[config.mk]
export PLATFORM = sky130hd
export DESIGN_NAME = regfile_write_arbiter
export DESIGN_NICKNAME = d
export VERILOG_FILES = /design/src/rtl/regfile_write_arbiter.sv
export SDC_FILE = /design/constraint.sdc
export NUM_CORES = 1
export LEC_CHECK = 0
export ABC_AREA = 1
export CAP_MARGIN = 15
export CORE_MARGIN = 2
export CORE_UTILIZATION = 44
export CTS_CLUSTER_DIAMETER = 150
export DETAILED_ROUTE_END_ITERATION = 12
export HOLD_SLACK_MARGIN = 0.15
export PLACE_DENSITY = 0.82
export SYNTH_ARGS = -nofsm -noshare
export SYNTH_HDL_FRONTEND = slang
export SYNTH_SLANG_ARGS = --single-unit
export TNS_END_PERCENT = 1
[constraint.sdc]
create_clock -name clk -period 3.3 [get_ports clk]
set_clock_uncertainty 0.1 [all_clocks]
set_input_delay 0.66 -clock clk [delete_from_list [all_inputs] [get_ports clk]]
set_output_delay 0.66 -clock clk [all_outputs]
set_load 0.005 [all_outputs]
[src/rtl/regfile_write_arbiter.sv]
// rtl/regfile_write_arbiter.sv - round-robin writeback arbiter for the register file write port, with busy scoreboard
module regfile_write_arbiter #(
    parameter int DATA_W = 32,
    parameter int ADDR_W = 5
) (
    input  logic                       clk,
    input  logic                       reset,
    input  logic [2:0]                 req_valid,
    input  logic [3*ADDR_W-1:0]        req_addr,
    input  logic [3*DATA_W-1:0]        req_data,
    output logic [2:0]                 req_ready,
    input  logic                       sb_set_valid,
    input  logic [ADDR_W-1:0]          sb_set_addr,
    output logic                       reg_write_en,
    output logic [ADDR_W-1:0]          write_reg_addr,
    output logic [DATA_W-1:0]          write_data,
    output logic [(1<<ADDR_W)-1:0]     busy,
    output logic                       sb_err
);

    localparam int NREG = 1 << ADDR_W;

    logic [1:0]        rr_ptr;
    logic [1:0]        idx;
    logic [1:0]        win_idx;
    logic              xfer;
    logic [ADDR_W-1:0] win_addr;
    logic [DATA_W-1:0] win_data;
    logic              addr_nz;
    logic              set_hit;
    logic              err_hit;
    logic [NREG-1:0]   busy_next;

    // Walk the three requesters starting at rr_ptr; first valid one wins.
    always_comb begin
        req_ready = '0;
        win_idx   = 2'd0;
        xfer      = 1'b0;
        idx       = rr_ptr;
        if (reset) begin
            for (int k = 0; k < 3; k++) begin
                if (!xfer && req_valid[idx]) begin
                    req_ready[idx] = 1'b1;
                    win_idx        = idx;
                    xfer           = 1'b1;
                end
                idx = (idx == 2'd2) ? 2'd0 : idx + 2'd1;
            end
        end
    end

    assign win_addr = req_addr[win_idx*ADDR_W +: ADDR_W];
    assign win_data = req_data[win_idx*DATA_W +: DATA_W];
    assign addr_nz  = (win_addr != '0);
    assign set_hit  = sb_set_valid && (sb_set_addr != '0);

    // A same-cycle claim of the destination means a younger writer owns it.
    assign err_hit  = xfer && addr_nz && !busy[win_addr]
                      && !(set_hit && (sb_set_addr == win_addr));

    always_comb begin
        busy_next = busy;
        if (xfer && addr_nz) begin
            busy_next[win_addr] = 1'b0;
        end
        if (set_hit) begin
            busy_next[sb_set_addr] = 1'b1;
        end
        busy_next[0] = 1'b0;
    end

    always_ff @(posedge clk) begin
        if (!reset) begin
            rr_ptr         <= 2'd0;
            reg_write_en   <= 1'b0;
            write_reg_addr <= '0;
            write_data     <= '0;
            busy           <= '0;
            sb_err         <= 1'b0;
        end else begin
            if (xfer) begin
                rr_ptr         <= (win_idx == 2'd2) ? 2'd0 : win_idx + 2'd1;
                write_reg_addr <= win_addr;
                write_data     <= win_data;
            end
            reg_write_en <= xfer && addr_nz;
            busy         <= busy_next;
            if (err_hit) begin
                sb_err <= 1'b1;
            end
        end
    end

endmodule

==> metrics, run 1 <==
fin crit share 0.947; CP Data Arrival Time ~2400 ps; total gr overflow 0; H-Tree Level Count 3; CTS tree built; clk buf depth 2; Worst-Skew Late Latency 350 ps; Post-synth EDFFs 0; Worst Hold Class reg2reg; share of layout cells above drive strength 1 0.0874; placed cell areas 6150 sq um; total of max-cap violations 0; worst reg-to-reg setup slack 540 ps; Static Leak 2.61 nW; R2R Path Start rr_ptr[1]; Combinational Power Share 0.335; sequential share of power 0.367; critical path's largest stage delay roughly 500 ps; clock share of power 0.299; I/O Buffers 194; Root Driver clkbuf_8; CP bufs+invs 6; critical register-to-register path endpoint sb_err; minimum clock period roughly 3100 ps; RePlAce Congestion 0.993; commonest non-fill, non-tap cell in the layout nand2_1; CP delay by family, top buffers and inverters; Worst Hold Depth 2; cell-internal power 1.80 mW; Syn. warnings 0; ys flop type dfxtp_1; Peak VDD IR 0.274 mV; Area Growth Syn to Fin 59.6%; Max Slew Vio Count 0; Psw 0.914 mW; Reg clk slew, reported paths 80 ps; Cell Pwr Density 426 nW/um^2; cts bufs inserted 9; Startpoint Class primary input; drt total wl 16,200 microns; largest net degree at the start of global routing 33; Ports 196; syn_nets 748; Detailed Place HPWL around 12,000 microns; Avg Vias per Cell roughly 5.6; sw frac 0.336; critical path peak fanout 3; vias in the first global route about 5.2k; CP cell instances clkdlybuf4s50_1, inv_1, nand2_1, nand3_1, nand4_1, nand2_2, nand2_4, inv_4, nor2_2, inv_1, nor2_1, buf_4, dlygate4sd2_1; Initial Util 0.457; post-route ant nets 0; clk sinks 72; Syn Std Cell Area around 4000 sq um; Worst Reg-to-Reg Cells 20; Crit Path Class in2out; hold_ws around 360 ps; design area 6390 sq um; First-pass DRT Iterations 5; crit end category primary output; Nets 952; Final Hold Viols 0; die area 9870 sq um; Vias 5,253; Netlist cell types 32; Ant. Diodes 0; gr usage total 0.330; worst slew pin tran 895 ps; syn avg cell area roughly 6.4 sq um; critical path data required time 2540 ps; endpoints failing setup 0; Vert. Die Dim between 90 and 100 microns; chip width 99.4 microns; Pwr Total approximately 2.7 mW; Max Clk Rate ~320 MHz; relative slew slack 0.401; most frequent cells in the layout nand2_1 (262), clkdlybuf4s50_1 (190), dfxtp_1 (72); sequential share of the synthesized area 0.360; Slowest cell on crit path clkdlybuf4s50_1; Yosys reg bits 72; first-pass GRT wire length 26,000 microns; DR iter-0 viols 345; async set-reset flop share out of synthesis 0; Synth Instances 626; wire per inst 17.2 microns; Hold EP sb_err; antenna violations before repair 1; DRC Markers 0; most used cell along the critical path inv_1; pre-CTS WS -120 ps; HP Start sb_err; status finished, final reports clean; row count 34; final core utilization 0.729; core footprint 8760 sq um; final worst slack 174 ps; RSZ-0062 raised after global routing no
-- power by group through the flow --
stage	sequential (mW)	combinational (mW)	clock (mW)
after detailed placement	1.01	0.892	0
final	0.996	0.909	0.812
after CTS	0.995	0.900	0.817
after global routing	1.01	0.986	0.853
after global placement	1.01	0.878	0
after floorplan	1.01	0.393	0
-- flip-flops by register name, summed over array words and instances, names as in the netlist --
signal	count
busy	31
sb_err	1
rr_ptr	2
write_reg_addr	5
write_data	32
reg_write_en	1
-- per-layer routing --
layer,global-route usage,part of all wire,vias up
li1,-,-,2493
met4,0.185,0.050,2
met2,0.537,0.46,286
met1,0.401,0.39,2401
met5,0,0.00043,-
met3,0.0787,0.093,71
-- final cells by class --
type / instances / area, sq um
clock buffer: 9 / 124
timing repair buffer: 222 / 2150
clock inverter: 7 / 103
fill: 734 / 2380
sequential: 72 / 1440
multi-input combinational: 491 / 2300
inverter: 34 / 130
tap: 108 / 135
-- kinds of logic after synthesis --
logic type	share of synthesized area
AND/OR/NAND/NOR	0.367
other	0.000937
flip-flops	0.360
buffers and inverters	0.0650
AO/OA/AOI/OAI	0.207
-- synth_stat cells, types with 2 or more instances --
cell,number,area share
nand2_2,8,0.013
dfxtp_1,72,0.36
inv_1,26,0.024
clkinv_1,2,0.0019
o21ai_1,12,0.015
a41oi_1,32,0.070
buf_4,2,0.0038
clkbuf_1,21,0.020
nand2_4,4,0.011
nor2_1,26,0.024
nor2_2,4,0.0063
a21oi_1,37,0.046
inv_2,5,0.0047
buf_2,5,0.0063
nand4_1,2,0.0031
nand2_1,263,0.25
o21ai_2,2,0.0044
nor3_1,4,0.0050
nand3_1,39,0.049
o21ai_0,48,0.060
-- worst max-delay path by stage --
| stage | start | to | slack, ps | cells past startpoint |
|---|---|---|---|---|
| 2_1_floorplan | req_valid[1] | req_ready[0] | 740 | 12 |
| 5_1_grt | req_valid[2] | req_ready[0] | 30 | 13 |
| 3_3_place_gp | req_valid[1] | req_ready[0] | -60 | 13 |
| 4_1_cts | req_valid[2] | req_ready[2] | 7 | 10 |
| 6_report | req_valid[2] | req_ready[0] | 170 | 13 |
| 3_5_place_dp | req_valid[1] | req_ready[0] | -120 | 13 |
-- through the flow --
stage	TNS (ps)	std cells
2_1_floorplan	0	626
3_3_place_gp	-61.5	926
3_5_place_dp	-123	926
4_1_cts	0	943
5_1_grt	0	943
6_report	0	943
-- tightest hold or removal path: cells and delay by family, from the launching register on --
kind | cells | cell delay [ps]
buffers and inverters | 1 | 50
AOI/OAI and AO/OA | 1 | 60
DFF | 1 | 310
-- what timing repair did --
action                     CTS  global route
resized for setup            5             1
setup buffers                1             0
hold buffers                 0             0
setup endpoints to repair    2             1
pin swaps                    1             0
hold endpoints to repair     0             0
No activity file was read; power rests on OpenSTA's default activity.
==> run 2: changes to the inputs <==
--- a/config.mk
+++ b/config.mk
@@ -12,6 +12,7 @@
 export CTS_CLUSTER_DIAMETER = 150
 export DETAILED_ROUTE_END_ITERATION = 12
 export HOLD_SLACK_MARGIN = 0.15
+export MAX_ROUTING_LAYER = met4
 export PLACE_DENSITY = 0.82
 export SYNTH_ARGS = -nofsm -noshare
 export SYNTH_HDL_FRONTEND = slang
==> metrics, run 2 (synthesis gave the netlist of run 1 again) <==
Crit Path Class reg2out; share of layout cells above drive strength 1 0.0875 (+0.000105); placed cell areas 6150 sq um (unchanged); die area 9870 sq um (unchanged); Combinational Power Share 0.335 (about the same); number of gates on the worst path with buffers counted 10 (-3); Layout fillers 727 (-0.95%); Static Leak 2.60 nW (-0.50%); Ant. Diodes 0 (unchanged); post-route ant nets 0 (unchanged); DRC Markers 0 (unchanged); I/O Buffers 194 (unchanged); Max Slew Vio Count 0 (unchanged); most frequent cells in the layout nand2_1 (262), clkdlybuf4s50_1 (191), dfxtp_1 (72); critical path peak fanout 9 (+6); core footprint 8760 sq um (unchanged); Reg clk slew, reported paths 80 ps (about the same); placed cell count 926 (unchanged); Layout Cells excl Fill 942 (-0.11%); crit end category primary output; sw frac 0.327 (-0.00909); wire per inst 17.5 microns (+1.7%); H-Tree Level Count 3 (unchanged); worst slew pin tran 898 ps (+2.69 ps); gr usage total 0.344 (+0.0132); commonest non-fill, non-tap cell in the layout nand2_1; total of max-cap violations 0 (unchanged); relative slew slack 0.399 (-0.00180); worst reg-to-reg setup slack 570 ps (+30 ps); sequential share of power 0.365 (-0.002); DR iter-0 viols 327 (-5.2%); first-pass GRT wire length 26,100 microns (+0.53%); area occupied by registers 1440 sq um (unchanged); total gr overflow 0 (unchanged); Initial Util 0.457 (unchanged); CP Capture Point req_ready[2]; minimum clock period 3150 ps (+24.0 ps); status finished, final reports clean; clk buf depth 2 (unchanged); Worst-Skew Late Latency 350 ps (about the same); antenna violations before repair 0 (-1); clk sinks 72 (unchanged); Max Clk Rate 317 MHz (-0.76%); fin crit share 0.955 (+0.00727); Peak VDD IR 0.258 mV (-6.0%); R2R Path Start rr_ptr[1]; Worst Hold Class reg2reg; clock share of power 0.300 (about the same); Detailed Place HPWL 12,400 microns (+1.2%); critical path data required time 2540 ps (about the same); drt total wl 16,500 microns (+1.6%); Vias 5,341 (+1.7%); hold_ws 364 ps (+5.56 ps); vias in the first global route 5,322 (+1.5%); Reg with most FFs write_data; largest net degree at the start of global routing 33 (unchanged); Worst Reg-to-Reg Cells 18 (-10%); design area 6390 sq um (about the same); critical register-to-register path endpoint busy[10]; CP cell instances inv_1, nand3_1, nand2_1, nor2_1, nand4_1, nand2_2, nand2_4, inv_4, buf_4, clkdlybuf4s50_1; CP delay by family, top buffers and inverters; CTS tree built; Largest regs write_data: 32 flops, busy: 31 flops, write_reg_addr: 5 flops; Setup TNS Final 0 ps (unchanged); CP Data Arrival Time 2390 ps (+20 ps); pre-CTS WS -58.2 ps (+62.2 ps); Avg Vias per Cell 5.67 (+1.8%); RSZ-0062 raised after global routing no; RePlAce Congestion 1.01 (+1.5%); Startpoint Class flip-flop; cell-internal power 1.84 mW (+1.8%); Root Driver clkbuf_8; max FFs per register 32 (unchanged); Vert. Die Dim 99.4 microns (unchanged); Psw 0.893 mW (-2.3%); Area Growth Syn to Fin 59.8% (about the same); row count 34 (unchanged); CTS Hold Bufs 0 (unchanged); cts bufs inserted 9 (unchanged); endpoints failing setup 0 (unchanged); First-pass DRT Iterations 5 (unchanged); final worst slack 150 ps (-24.0 ps); CP startpoint rr_ptr[1]; Ports 196 (unchanged); critical path's largest stage delay 600 ps (+100 ps); chip width 99.4 microns (unchanged); multi-input logic area 2310 sq um (+0.49%); Final Hold Viols 0 (unchanged); Cell Pwr Density 427 nW/um^2 (+0.33%); Nets 951 (-0.11%); Slowest cell on crit path clkdlybuf4s50_1; CP bufs+invs 4 (-2)
## run 2: changes by cell type in the layout (fill, tap and decap cells not counted), sizes merged
cell	previous run	this run
dlymetal6s2s	1	0
inv	34	32
buf	28	27
clkdlybuf4s50	190	191
clkdlybuf4s15	0	1
clkinvlp	1	0
clkbuf	9	11
dlygate4sd2	3	2
clkinv	4	5
## run 2: layout make-up
type                            count  area share
Clock inverter                      5      0.0123
Clock buffer                       11      0.0237
Inverter                           34      0.0204
Multi-Input combinational cell    491       0.362
Timing Repair Buffer              221       0.335
Sequential cell                    72       0.225
Tap cell                          108      0.0211
## run 2: routing by layer
| layer | vias to the layer above | routed length [microns] | part of all wire | track usage |
|---|---|---|---|---|
| li1 | 2490 | - | - | - |
| met1 | 2490 | 6870 | 0.42 | 0.423 |
| met2 | 294 | 7440 | 0.45 | 0.530 |
| met4 | 0 | 753 | 0.046 | 0.182 |
| met3 | 67 | 1410 | 0.086 | 0.0717 |
| met5 | - | 0 | 0 | - |
## run 2: how the worst min path moves through the flow
stage	startpoint	to	slack (ps)	cells past startpoint
5_1_grt	sb_err	sb_err	400	2
3_5_place_dp	sb_err	sb_err	350	2
6_report	sb_err	sb_err	360	2
4_1_cts	sb_err	sb_err	370	2
2_1_floorplan	sb_err	sb_err	350	2
3_3_place_gp	sb_err	sb_err	350	2
## run 2: power by group through the flow
stage	combinational, mW	clock [mW]	sequential (mW)
after floorplan	0.393	0	1.01
after global placement	0.881	0	1.01
after detailed placement	0.892	0	1.01
after CTS	0.898	0.817	0.995
after global routing	0.986	0.863	1.01
final	0.914	0.818	0.997
## run 2: repair_timing
action / 4_1_cts / 5_1_grt
endpoints found under the setup margin: 1 / 1
pin swaps: 1 / 0
cloned: 0 / 0
buffers inserted: 0 / 0
gates resized for setup: 5 / 3
## run 2: stage by stage
stage | utilization | power [mW]
floorplan | - | 1.41
global placement | 0.702 | 1.89
detailed placement | 0.702 | 1.90
CTS | 0.728 | 2.71
global route | 0.729 | 2.86
finish | 0.729 | 2.73
## run 2: worst register-to-register path: stages (launching register included)
cell	delay [ps]
dfxtp_1	500
inv_1	150
nand3_1	100
nand2_1	60
nor2_1	120
nand4_1	110
nand2_2	120
nand2_4	60
inv_4	50
buf_4	170
nand2_1	100
nand2_2	150
inv_2	70
nand2_1	100
nor2_2	70
a21oi_4	220
nand2_2	120
o21ai_1	160
a21oi_1	80
==> edit: new RTL, flow settings as in run 2 <==
`ADDR_W`: 5 -> 7.
--- a/src/rtl/regfile_write_arbiter.sv
+++ b/src/rtl/regfile_write_arbiter.sv
@@ -1,7 +1,7 @@
 // rtl/regfile_write_arbiter.sv - round-robin writeback arbiter for the register file write port, with busy scoreboard
 module regfile_write_arbiter #(
     parameter int DATA_W = 32,
-    parameter int ADDR_W = 5
+    parameter int ADDR_W = 7
 ) (
     input  logic                       clk,
     input  logic                       reset,
Ports: changed (resized busy, req_addr, sb_set_addr and write_reg_addr); port bits go from 196 to 302. The function was not compared with the original's and may differ.
==> edit against run 2 <==
- synthesized area rose by 120%
- power rose by 110%
- final cell count rose by 110%
- sequential power rose by 120%
- count of clock-buffer cells in the layout rose by 6
- register-to-register slack got worse by 0.32 ns
- wire length rose by 130%
- fmax fell by 1.6%
- sequential cell count rose by 98
- cell area rose by 110%
- worst setup slack got worse by 0.051 ns
==> edit: results (changes against run 2) <==
- Worst Hold Launch: write_reg_addr[4] (was sb_err)
- Critical path origin: req_valid[2] (was rr_ptr[1])
- Net Sw Frac: 33.6% (was 32.7%)
- Biggest regs: busy (127), write_data (32), write_reg_addr (7) (was write_data (32), busy (31), write_reg_addr (5))
- Placed Instance Area: 12800 µm² (was 6150 µm²)
- Root buf cell: clkbuf_16 (was clkbuf_8)
- Port Buffers: 300 (was 194)
- Reg-to-reg critical path startpoint: rr_ptr[0] (was rr_ptr[1])
- Unique masters post-synth: 38 (was 32)
- Initial antenna violation count: 1 (was 0)
- GPL Wtd Cong: 0.994 (was 1.01)
- Synth area leaders: dfxtp_1, nand2_1, a21oi_1, o21ai_1, a41oi_1 (was dfxtp_1, nand2_1, a41oi_1, o21ai_0, nand3_1)
- Xor/xnor share of the synthesized area: 0.0993% (was 0%)
- Routed len/inst: 19.2 µm (was 17.5 µm)
- Vias in the first global route: 11100 (was 5322)
- Worst reg-to-reg setup slack: 0.25 ns (was 0.57 ns)
- Filler Cells Inserted: 1650 (was 727)
- Largest net degree at the start of global routing: 143 (was 33)
- Worst-Skew Late Latency: 0.44 ns (was 0.35 ns)
- Max VDD drop: 0.000419 V (was 0.000258 V)
- Detailed Place HPWL: 27100 µm (was 12400 µm)
- CP arrival: 2.44 ns (was 2.39 ns)
- Worst hold endpoint: write_reg_addr[4] (was sb_err)
- Pre-CTS WS: -0.305 ns (was -0.0582 ns)
- Syn avg cell area: 6.42 µm² (was 6.39 µm²)
- Compound-Gate Fraction of Synth Area: 20.9% (was 20.7%)
- Vias: 11400 (was 5341)
- Slowest stage delay, CP: 0.50 ns (was 0.60 ns)
- Maximum clock frequency: 0.312 GHz (was 0.317 GHz)
- Top cells by count, synth: nand2_1, dfxtp_1, a21oi_1, o21ai_1, clkbuf_1 (was nand2_1, dfxtp_1, o21ai_0, nand3_1, a21oi_1)
- Cells on worst reg2reg path: 19 (was 18)
- Post-Syn Nets: 1504 (was 748)
- Status: completed (unchanged)
- Slew HR: 23.5% (was 39.9%)
- R2r endpoint: busy[18] (was busy[10])
-- edit: kinds of logic (layout without fill, tap and decap cells) --
family,Yosys count,in the layout
flops,170,170
simple gates,739,739
xor+xnor,1,1
buf+inv,127,488
other cells,1,2
compound gates,336,336
-- edit: worst min-delay path: stages (launching register included) --
cell and delay [ns]:
dfxtp_1 0.33, nand2_1 0.05, o21ai_0 0.05
-- edit: cell type report --
class | count | area [µm²] | area share (%)
Timing Repair Buffer | 407 | 3980 | 29.6
Antenna cell | 1 | 2.50 | 0.0186
Tap cell | 265 | 332 | 2.47
Clock inverter | 15 | 161 | 1.20
Sequential cell | 170 | 3400 | 25.3
Inverter | 49 | 189 | 1.41
Clock buffer | 17 | 425 | 3.16
Multi-Input combinational cell | 1077 | 4950 | 36.8
-- edit: what timing repair did --
item | in CTS | in global routing
setup endpoints to repair | 2 | 85
pin swaps | 0 | 1
gates resized for setup | 5 | 6
-- edit: how the worst max path moves through the flow --
stage / to / slack (ns) / cells after the start
after CTS: sb_err / 0.11 / 23
after detailed placement: sb_err / -0.31 / 23
after floorplan: busy[127] / 0.47 / 21
after global routing: busy[29] / -0.01 / 19
final: req_ready[1] / 0.1 / 8
after global placement: sb_err / -0.31 / 23
-- edit: routing by layer --
metal / GRT usage (%) / up-vias / share of wire, %
li1: - / 5231 / -
met1: 43.9 / 5230 / 38
met2: 56.5 / 812 / 46
met3: 8.31 / 168 / 12
met4: 18.4 / 0 / 4.8
met5: - / - / 0
-- edit: power groups by stage --
stage	Sequential (W)	Clock [W]	Combinational [W]
global placement	0.00223	0	0.00156
detailed placement	0.00223	0	0.00157
floorplan	0.00223	0	0.000658
finish	0.00219	0.00203	0.00163
CTS	0.00219	0.00201	0.00158
global route	0.00220	0.00211	0.00170
